<file path="src/rtl/and_logic_tester_if.sv">
// and_logic_tester_if: operand/result link between the AND tester and the logic-unit DUT.
// Signals:
//   data1  - operand A, driven by the tester
//   data2  - operand B, driven by the tester
//   result - registered AND result returned by the DUT
// Modports: master (tester side), slave (DUT side).
interface and_logic_tester_if;
    logic data1;
    logic data2;
    logic result;
    modport master (output data1, output data2, input result);
    modport slave (input data1, input data2, output result);
endinterface

</file>
<file path="src/rtl/and_logic_tester.sv">
// and_logic_tester: drives operand pairs into a registered two-input AND DUT,
// checks its delayed result and reports pass/fail, error count and first failing vector.
// Ports:
//   clk           - system clock, rising edge
//   rst_n         - asynchronous active-low reset
//   start         - one-cycle run request (honoured in IDLE or DONE only)
//   bus           - master side of the DUT link (data1/data2 out, result in)
//   busy          - high while a run is issuing or draining
//   done          - high once a run has finished, held until the next start
//   pass          - high in DONE when no mismatch was seen
//   err_count     - saturating mismatch count
//   first_err_idx - index of the first mismatching vector, 8'hFF if none
module and_logic_tester #(
    parameter int         VECTORS   = 16,
    parameter int         DUT_LAT   = 1,
    parameter logic [7:0] LFSR_SEED = 8'hA5,
    parameter int         ERR_W     = 8
) (
    input  logic               clk,
    input  logic               rst_n,
    input  logic               start,
    and_logic_tester_if.master bus,
    output logic               busy,
    output logic               done,
    output logic               pass,
    output logic [ERR_W-1:0]   err_count,
    output logic [7:0]         first_err_idx
);
    typedef enum logic [1:0] {IDLE, RUN, DRAIN, DONE} state_t;

    state_t                 state;
    logic [7:0]             lfsr;
    logic [7:0]             issue;
    logic                   d1;
    logic                   d2;
    logic [DUT_LAT:0]       pipe_v;
    logic [DUT_LAT:0]       pipe_e;
    logic [DUT_LAT:0][7:0]  pipe_i;
    logic                   launch;
    logic                   issuing;
    logic                   vd1;
    logic                   vd2;
    logic                   mismatch;

    assign launch   = start && (state == IDLE || state == DONE);
    assign issuing  = launch || state == RUN;
    // vector 0 goes out on the launch edge; vectors 1..3 finish the truth table, the rest come from the LFSR
    assign vd1      = launch ? 1'b0 : issue < 8'd4 ? issue[1] : lfsr[0];
    assign vd2      = launch ? 1'b0 : issue < 8'd4 ? issue[0] : lfsr[1];
    // the tail stage lines up with the DUT result for the vector issued DUT_LAT+1 edges earlier
    assign mismatch = pipe_v[DUT_LAT] && (bus.result != pipe_e[DUT_LAT]);
    assign bus.data1 = d1;
    assign bus.data2 = d2;

    always_ff @(posedge clk or negedge rst_n) begin
        if (!rst_n) begin
            state         <= IDLE;
            lfsr          <= LFSR_SEED;
            issue         <= '0;
            d1            <= 1'b0;
            d2            <= 1'b0;
            pipe_v        <= '0;
            pipe_e        <= '0;
            pipe_i        <= '0;
            busy          <= 1'b0;
            done          <= 1'b0;
            pass          <= 1'b0;
            err_count     <= '0;
            first_err_idx <= 8'hFF;
        end else begin
            pipe_v <= {pipe_v[DUT_LAT-1:0], issuing};
            pipe_e <= {pipe_e[DUT_LAT-1:0], vd1 & vd2};
            pipe_i <= {pipe_i[DUT_LAT-1:0], launch ? 8'd0 : issue};
            d1     <= issuing ? vd1 : 1'b0;
            d2     <= issuing ? vd2 : 1'b0;
            if (launch) begin
                state         <= RUN;
                busy          <= 1'b1;
                done          <= 1'b0;
                pass          <= 1'b0;
                err_count     <= '0;
                first_err_idx <= 8'hFF;
                lfsr          <= LFSR_SEED;
                issue         <= 8'd1;
            end else begin
                if (mismatch) begin
                    if (err_count != '1)
                        err_count <= err_count + 1'b1;
                    if (err_count == '0)
                        first_err_idx <= pipe_i[DUT_LAT];
                end
                case (state)
                    RUN: begin
                        issue <= issue + 8'd1;
                        if (issue >= 8'd4)
                            lfsr <= {lfsr[6:0], lfsr[7] ^ lfsr[5] ^ lfsr[4] ^ lfsr[3]};
                        if (issue == 8'(VECTORS - 1))
                            state <= DRAIN;
                    end
                    DRAIN: begin
                        // pipe empty means the last vector was compared on the previous edge
                        if (!(|pipe_v)) begin
                            state <= DONE;
                            busy  <= 1'b0;
                            done  <= 1'b1;
                            pass  <= (err_count == '0);
                        end
                    end
                    default: ;
                endcase
            end
        end
    end
endmodule

</file>
<file path="src/flat_wrapper.sv">
// flat-port wrapper written by rule: the top's interface ports become plain ports
module and_logic_tester_flat 
#(
    parameter int         VECTORS   = 16,
    parameter int         DUT_LAT   = 1,
    parameter logic [7:0] LFSR_SEED = 8'hA5,
    parameter int         ERR_W     = 8
)
  (clk, rst_n, start, busy, done, pass, err_count, first_err_idx, bus_data1, bus_data2, bus_result);
  and_logic_tester_if bus_i ();
  input  logic clk;
  input  logic rst_n;
  input  logic start;
  output logic busy;
  output logic done;
  output logic pass;
  output logic [ERR_W-1:0] err_count;
  output logic [7:0] first_err_idx;
  output wire logic [$bits(bus_i.data1)-1:0] bus_data1;
  output wire logic [$bits(bus_i.data2)-1:0] bus_data2;
  input wire logic [$bits(bus_i.result)-1:0] bus_result;
  assign bus_data1 = bus_i.data1;
  assign bus_data2 = bus_i.data2;
  assign bus_i.result = bus_result;
  and_logic_tester #(.VECTORS(VECTORS), .DUT_LAT(DUT_LAT), .LFSR_SEED(LFSR_SEED), .ERR_W(ERR_W)) u_core (.clk(clk), .rst_n(rst_n), .start(start), .bus(bus_i), .busy(busy), .done(done), .pass(pass), .err_count(err_count), .first_err_idx(first_err_idx));
endmodule
</file>
<file path="config.mk">
export PLATFORM = sky130hd
export DESIGN_NAME = and_logic_tester_flat
export DESIGN_NICKNAME = d
export VERILOG_FILES = /design/src/rtl/and_logic_tester_if.sv /design/src/rtl/and_logic_tester.sv /design/src/flat_wrapper.sv
export SDC_FILE = /design/constraint.sdc
export NUM_CORES = 1
export LEC_CHECK = 0
export BUFFER_PORTS_ARGS = -buffer_cell sky130_fd_sc_hd__buf_2
export CAP_MARGIN = 5
export CORE_MARGIN = 1
export CORE_UTILIZATION = 45
export CTS_CLUSTER_SIZE = 14
export DETAILED_ROUTE_END_ITERATION = 8
export PLACE_DENSITY_LB_ADDON = 0.1
export SLEW_MARGIN = 20
export SYNTH_ARGS = -nofsm -noshare
export SYNTH_HDL_FRONTEND = slang
export SYNTH_SLANG_ARGS = --single-unit
</file>
<file path="constraint.sdc">
create_clock -name clk -period 2 [get_ports clk]
set_clock_uncertainty 0.15 [all_clocks]
set_input_delay 0.3 -clock clk [delete_from_list [all_inputs] [get_ports clk]]
set_output_delay 0.3 -clock clk [all_outputs]
set_load 0.01 [all_outputs]
</file>
* Yosys cells after proc, flatten, opt, wreduce, memory -nomap -nowiden
Index checks and enable logic that the tools add are counted.
Widths: inputs -> output; s select.
** Operators by class
- Add/subtract/negate cells :: 2
- Magnitude comparators :: 2
- Equal/unequal tests :: 9
- Multiplexer cells :: 31
- Bitwise gates (word level) :: 4
- Reductions and logical operators :: 19
** Operators with widths (count)
- $mux 8 :: 12
- $add 8x1->8 const B :: 2
- $mux 1 :: 15
- $reduce_bool 2->1 :: 6
- $eq 8x4->1 const B :: 1
- $ge 8x3->1 const B :: 1
- $logic_not 8->1 :: 1
- $lt 8x3->1 const B :: 1
- $ne 8x8->1 const B :: 1
- $reduce_and 2->1 :: 4
- $mux 2 :: 3
- $ne 3x2->1 const B :: 2
- $eq 2x2->1 const B :: 2
- $pmux 2 s2 :: 1
- $reduce_and 3->1 :: 1
- $reduce_bool 3->1 :: 1
- $xor 1x1->1 :: 3
- $eq 2x1->1 const B :: 1
- $logic_and 1x1->1 :: 2
- $logic_not 2->1 :: 1
- $logic_or 1x1->1 :: 2
- $ne 2x1->1 const B :: 1
- $reduce_or 2->1 :: 1
- $and 1x1->1 :: 1
- $ne 1x1->1 :: 1
** Storage, ports and cells
- Flip-flop bits (word level) :: 59
- Input port bits :: 4
- Output and inout port bits :: 21
- Word-level logic and storage cells :: 81

* Logic depth before layout (Yosys ltp)
Gate-level depths: netlist (run 1).
- Depth after elaboration :: 6
- Gate-level depth with buffers :: 6
- Mapped depth without buffers :: 6

* Least setup slack after synthesis (run 1)
OpenSTA, ideal clock, no wires.
- Path type :: reg2reg
- Start point :: reg u_core.issue[4]
- End point :: reg u_core.pipe_e[0]
- Library setup time :: 78 ps
- Data arrival time :: 1824 ps
- Data required time :: 1772 ps
- Slack :: -52 ps
- Stages on the path, launching flop included :: 6
- Buffers on the path :: 1
- Clock period less this slack :: 2052 ps
- Cells stage by stage :: dfrtp_1 or4_4 or3_1 clkbuf_2 or3_1 a21oi_1
** Between the ends
- Cells in the longest elaborated chain, start to end :: 4
- Elaborated cells between the ends (all ways) :: 6
- Classes of those cells :: order compare (1); mux (4); bitwise (1)
** Ends and longest elaborated chain
- start, declared :: line and_logic_tester.sv:33 : logic [7:0] issue;
- start signal, assigned :: line and_logic_tester.sv:94 : issue <= issue + 8'd1;
- $lt 8x3->1 * :: line and_logic_tester.sv:48, and_logic_tester.sv:49
- $mux 1 (on tied branches) (2 in a row) :: line and_logic_tester.sv:48, and_logic_tester.sv:49
- $and 1x1->1 * :: line and_logic_tester.sv:72 : pipe_e <= {pipe_e[DUT_LAT-1:0], vd1 & vd2};
- end signal, assigned :: line and_logic_tester.sv:72
- end, declared :: line and_logic_tester.sv:37 : logic [DUT_LAT:0] pipe_e;
Every way passes the cells marked *; elsewhere a longest branch is shown, timed or not.
A chain may end at the register's enable or synchronous reset.

* Final worst setup path (run 1)
- Start point :: reg u_core.issue[7]
- End point :: reg u_core.pipe_e[0]
The elaborated chain is that of the path after synthesis.

==> metrics.csv, run 1 <==
metric,value,unit
status,finished clean,
Mapped Cells,223,
fin. max-slew vios,0,
pwr/cell area,1440,nW/um^2
Max Cap Viol,0,
number of flops mapped to enable cells by yosys,0,
postcts setup bufs,0,
first-pass GRT wire length,7.80,mm
Worst EP required,2.10,ns
Port Buffers,24,
YS warnings,0,
final core occ,58.1,%
Post-Synth Adder-Cell Area,3.02,%
Max rail drop VDD,0.667,mV
unrepaired setup endpoints after global routing,false,
register area,1490,sq um
post-route cell area,3020,sq um
full die area,5820,sq um
"Cell Area, Synth",2480,sq um
Crit path largest cell delay,0.57,ns
initial DRC count,38,
Final HPWL DP,2.93,mm
fin crit period,1.95,ns
final worst-path setup slack,0.0522,ns
relative slew slack,77.6,%
share of cells above drive strength 1,26.3,%
Fin Hold WS,0.197,ns
FP Rows,26,
placed cells,323,
Clock Sinks,59,
Peak Freq,0.513,GHz
simple-gate share of the synthesized area,17.4,%
WHS Path Cells,0,
area of the core,5200,sq um
syn avg cell area,11.1,sq um
Chip Height,76.3,microns
CP max FO,3,
Total Wirelength,4.50,mm
initial cell density of the core,47.7,%
Clock Tree Root,clkbuf_8,
Hold Crit Class,register to register,
area of the multi-input gates,935,sq um
synthesis-stage register bit count,59,
"Setup violations, final",0,
clk buf depth,2,
vias in the first global route,1650,
main combinational cell family by area after synthesis,simple AND/OR/NAND/NOR gates,
mux share of post-synthesis cell area,6.85,%
Crit. End Element,register,
post-synthesis compound-gate area fraction,6.60,%
crit-path cells,or4_4 -> or3_1 -> or3_1 -> a21oi_1,
GPL Wtd Cong,0.873,
GRT Residual Overflow,0,
Max H-tree Level,3,
ys flop type,dfrtp_1,
Worst Setup Start Kind,register,
Top-Level Pins,25,
Vias per Instance,4.93,
via count,1677,
initial antenna violation count,0,
Synth Area in XOR/XNOR,3.52,%
Leakage,1.50,nW
antenna fix cells,0,
Worst-Skew Late Latency,0.33,ns
worst r2r path cells,4,
Syn Nets,233,
Filler cells,449,
Clock transition at path regs,0.07,ns
Routed Antenna Nets,0,
post-synth cell types,33,
post-placement worst setup slack,0.0781,ns
routed len/inst,13.2,microns
crit path DAT,2.05,ns
CTS tree,done,
area delta synth->final,21.7,%
Die X,76.3,microns
sequential share of the synthesized area,60.0,%
CTS Buf Count,9,
"leading cell type in the layout, fill and taps excluded",dfrtp_1,
router iterations before antenna repair,4,
cell mode on critical path,or3_1,
CP max-delay cell,or4_4,
Crit Path Class,register to register,
worst-margin pin slew,0.337,ns
Tcrit/Tclk final,97.4,%
power consumption,4.35,mW
largest net degree at the start of global routing,60,
Async SR Flop Fraction,100,%
DRC,0,
placed cell areas,2800,sq um
final cell count without fillers,340,
"commonest non-fill, non-tap cells in the layout","47 x dfrtp_1, 28 x nand2_1, 24 x buf_2, 17 x nor2_1, 17 x mux2i_1",
layout net count,275,
total track usage,17.4,%
final hold vios,0,
Fin Setup TNS,0,ns
==> synthesized netlist by cell type, types with 7 or more instances <==
master / n / area (sq um)
mux2i_1: 17 / 170
a21oi_1: 12 / 60.1
nor2_1: 17 / 63.8
nor3_1: 7 / 35.0
inv_1: 7 / 26.3
nand2_1: 28 / 105
dfstp_2: 12 / 315
clkbuf_1: 8 / 30.0
dfrtp_1: 47 / 1180
nand3_1: 10 / 50.1
and2_1: 7 / 43.8
==> state kept, by name (all words and copies together), names as in the netlist <==
signal and flops:
u_core.bus.data2 1, u_core.bus.data1 1, u_core.busy 1, u_core.issue 8, u_core.done 1, u_core.pipe_i 16
u_core.first_err_idx 8, u_core.err_count 8, u_core.pipe_e 2, u_core.pass 1, u_core.state 2, u_core.pipe_v 2
u_core.lfsr 8
==> cell type report <==
class | count | share of cell area, %
well taps | 70 | 2.90
clock inverters | 6 | 2.65
inverters | 7 | 0.869
multi-input cells | 147 | 30.9
repair buffers | 41 | 9.11
flip-flops and latches | 59 | 49.3
clock buffers | 10 | 4.22
==> worst paths after layout <==
| path | start | endpoint | slack, ns |
|---|---|---|---|
| max | u_core.issue[7] | u_core.pipe_e[0] | 0.05 |
| min | u_core.pipe_i[7] | u_core.pipe_i[15] | 0.20 |
| max reg2reg | u_core.issue[7] | u_core.pipe_e[0] | 0.05 |
| min reg2reg | u_core.pipe_i[7] | u_core.pipe_i[15] | 0.20 |
| max in group asynchronous | rst_n | u_core.first_err_idx[0] | 1.03 |
| min in group asynchronous | rst_n | u_core.err_count[5] | 0.34 |
==> logic make-up (layout without fill, tap and decap cells) <==
| logic type | Yosys count | after routing |
|---|---|---|
| buffers and inverters | 17 | 64 |
| DFF | 59 | 59 |
| and+or+nand+nor | 88 | 88 |
| xor gates and xnor gates | 10 | 10 |
| muxes | 17 | 17 |
| adders and majority gates | 6 | 6 |
| AOI/OAI and AO/OA | 26 | 26 |
==> per-layer routing <==
layer | track usage, % | wire length (microns) | vias up
li1 | - | - | 843
met1 | 23.6 | 2200 | 794
met2 | 25.5 | 2040 | 36
met3 | 4.55 | 198 | 4
met4 | 9.81 | 51 | 0
met5 | 0 | 0 | -
==> critical path: cells and delay by family, from the launching register on <==
kind	cells	cell delay, ns
simple gates	3	1.22
flops	1	0.38
compound gates	1	0.12
==> what timing repair did <==
action,4_1_cts,5_1_grt
endpoints found under the hold margin,47,0
hold buffers,1,0
endpoints found under the setup margin,0,7
resized for setup,0,1
==> power breakdown <==
group / switching [mW] / internal [mW] / total (mW)
Clock: 0.458 / 0.693 / 1.15
Combinational: 0.786 / 0.617 / 1.40
Sequential: 0.220 / 1.57 / 1.79
Note: power is estimated with default switching activity, not from simulation.
==> run 2, diff against run 1 <==
Clock period 2 ns to 2.4 ns, I/O delays scaled along.
==> metrics.csv, run 2 (synthesis results as in run 1) <==
metric,value,unit
initial antenna violation count,0,
Fin Setup TNS,0,ns
post-route cell area,2900,sq um
router iterations before antenna repair,4,
via count,1676,
first-pass GRT wire length,7.67,mm
area of the core,5200,sq um
area delta synth->final,16.7,%
Largest register FFs,16,
Max rail drop VDD,0.564,mV
CP max FO,6,
crit path launch,u_core.issue[4],
Crit. End Element,register,
fin crit period,2.13,ns
Max Cap Viol,0,
largest net degree at the start of global routing,38,
unrepaired setup endpoints after global routing,false,
Chip Height,76.3,microns
clk buf depth,2,
Port Buffers,24,
DRC,0,
final hold vios,0,
CTS-repair resized insts,0,
Top-Level Pins,25,
largest reg by FF count,u_core.pipe_i,
Final HPWL DP,2.79,mm
Clock Sinks,59,
Max H-tree Level,3,
RR Endpoint,u_core.pipe_e[0],
fin. max-slew vios,0,
routed len/inst,13.3,microns
CTS Buf Count,9,
worst r2r path cells,4,
worst-margin pin slew,0.557,ns
"Setup violations, final",0,
vias in the first global route,1652,
Peak Freq,0.470,GHz
CTS tree,done,
Worst-Skew Late Latency,0.34,ns
relative slew slack,62.7,%
GRT Residual Overflow,0,
status,finished clean,
R2R setup slack,0.27,ns
Clock transition at path regs,0.07,ns
Fin Hold WS,0.193,ns
Hold Crit Class,register to register,
Leakage,1.42,nW
Total Wirelength,4.36,mm
antenna fix cells,0,
total track usage,17.4,%
placed cell areas,2700,sq um
Critical Path End,u_core.pipe_e[0],
FF-to-FF Start,u_core.issue[4],
top routing layer used,met4,
share of cells above drive strength 1,22.5,%
initial DRC count,84,
crit path DAT,2.24,ns
Worst EP required,2.51,ns
postcts setup bufs,0,
Die X,76.3,microns
Tcrit/Tclk final,88.7,%
layout net count,263,
"leading cell type in the layout, fill and taps excluded",dfrtp_1,
Crit Path Class,register to register,
"commonest non-fill, non-tap cells in the layout","47 x dfrtp_1, 28 x nand2_1, 24 x buf_2, 17 x nor2_1, 17 x mux2i_1",
GPL Wtd Cong,0.785,
Vias per Instance,5.11,
full die area,5820,sq um
WHS Path Cells,0,
met2 WL,1.91,mm
met3 wire length,147,microns
FP Rows,26,
pwr/cell area,1190,nW/um^2
Met1 Wirelength,2.20,mm
Clock Tree Root,clkbuf_8,
Worst Setup Start Kind,register,
Routed Antenna Nets,0,
initial cell density of the core,47.7,%
run 2: cell types whose count changed in the layout (fill, tap and decap cells not counted), sizes merged:
cell,change
buf,-12
bufinv,-1
clkbuf,+1
clkinv,-1
clkinvlp,+1
run 2: report_power, final:
group,switching [mW],total (mW),internal (mW)
Clock,0.382,0.884,0.502
Combinational,0.646,1.09,0.446
Sequential,0.173,1.48,1.31
run 2: metal layers:
layer  global-route usage (%)  vias to the layer above
met4                     9.81                        0
met5                        0                        -
met3                     5.39                       10
met1                     22.9                      811
li1                         -                      829
met2                     25.3                       26
run 2: how the worst min path moves through the flow:
stage | from | to | slack (ns)
detailed placement | u_core.pipe_i[4] | u_core.pipe_i[12] | 0.18
global placement | u_core.pipe_i[7] | u_core.pipe_i[15] | 0.18
floorplan | rst_n | u_core.bus.data1 | -0.09
finish | u_core.pipe_i[5] | u_core.pipe_i[13] | 0.19
global route | u_core.pipe_i[5] | u_core.pipe_i[13] | 0.20
CTS | u_core.pipe_i[5] | u_core.pipe_i[13] | 0.20
run 2: critical path, stage by stage (launching register included):
cell and delay (ns):
dfrtp_1 0.42, or4_4 0.59, or3_1 0.43, or3_1 0.34, a21oi_1 0.13
run 2: cell type report:
type | instances | area, sq um
clock buffers | 11 | 141
clock inverters | 5 | 52.6
fillers | 476 | 2300
inverters | 7 | 26.3
multi-input cells | 147 | 928
flip-flops and latches | 59 | 1490
well taps | 70 | 87.6
repair buffers | 29 | 173
run 2: repair_timing:
action | 4_1_cts | 5_1_grt
setup endpoints to repair | 0 | 0
hold buffers | 1 | 0
endpoints found under the hold margin | 17 | 0
run 2: through the flow:
stage / utilization [%] / std cells / power (mW) / worst slack (ns)
finish: 55.7 / 328 / 3.46 / 0.270
global route: 55.7 / 328 / 3.72 / 0.194
detailed placement: 51.8 / 311 / 2.60 / 0.285
global placement: 51.8 / 311 / 2.60 / 0.325
floorplan: - / 223 / 2.27 / 0.348
CTS: 55.7 / 328 / 3.51 / 0.265
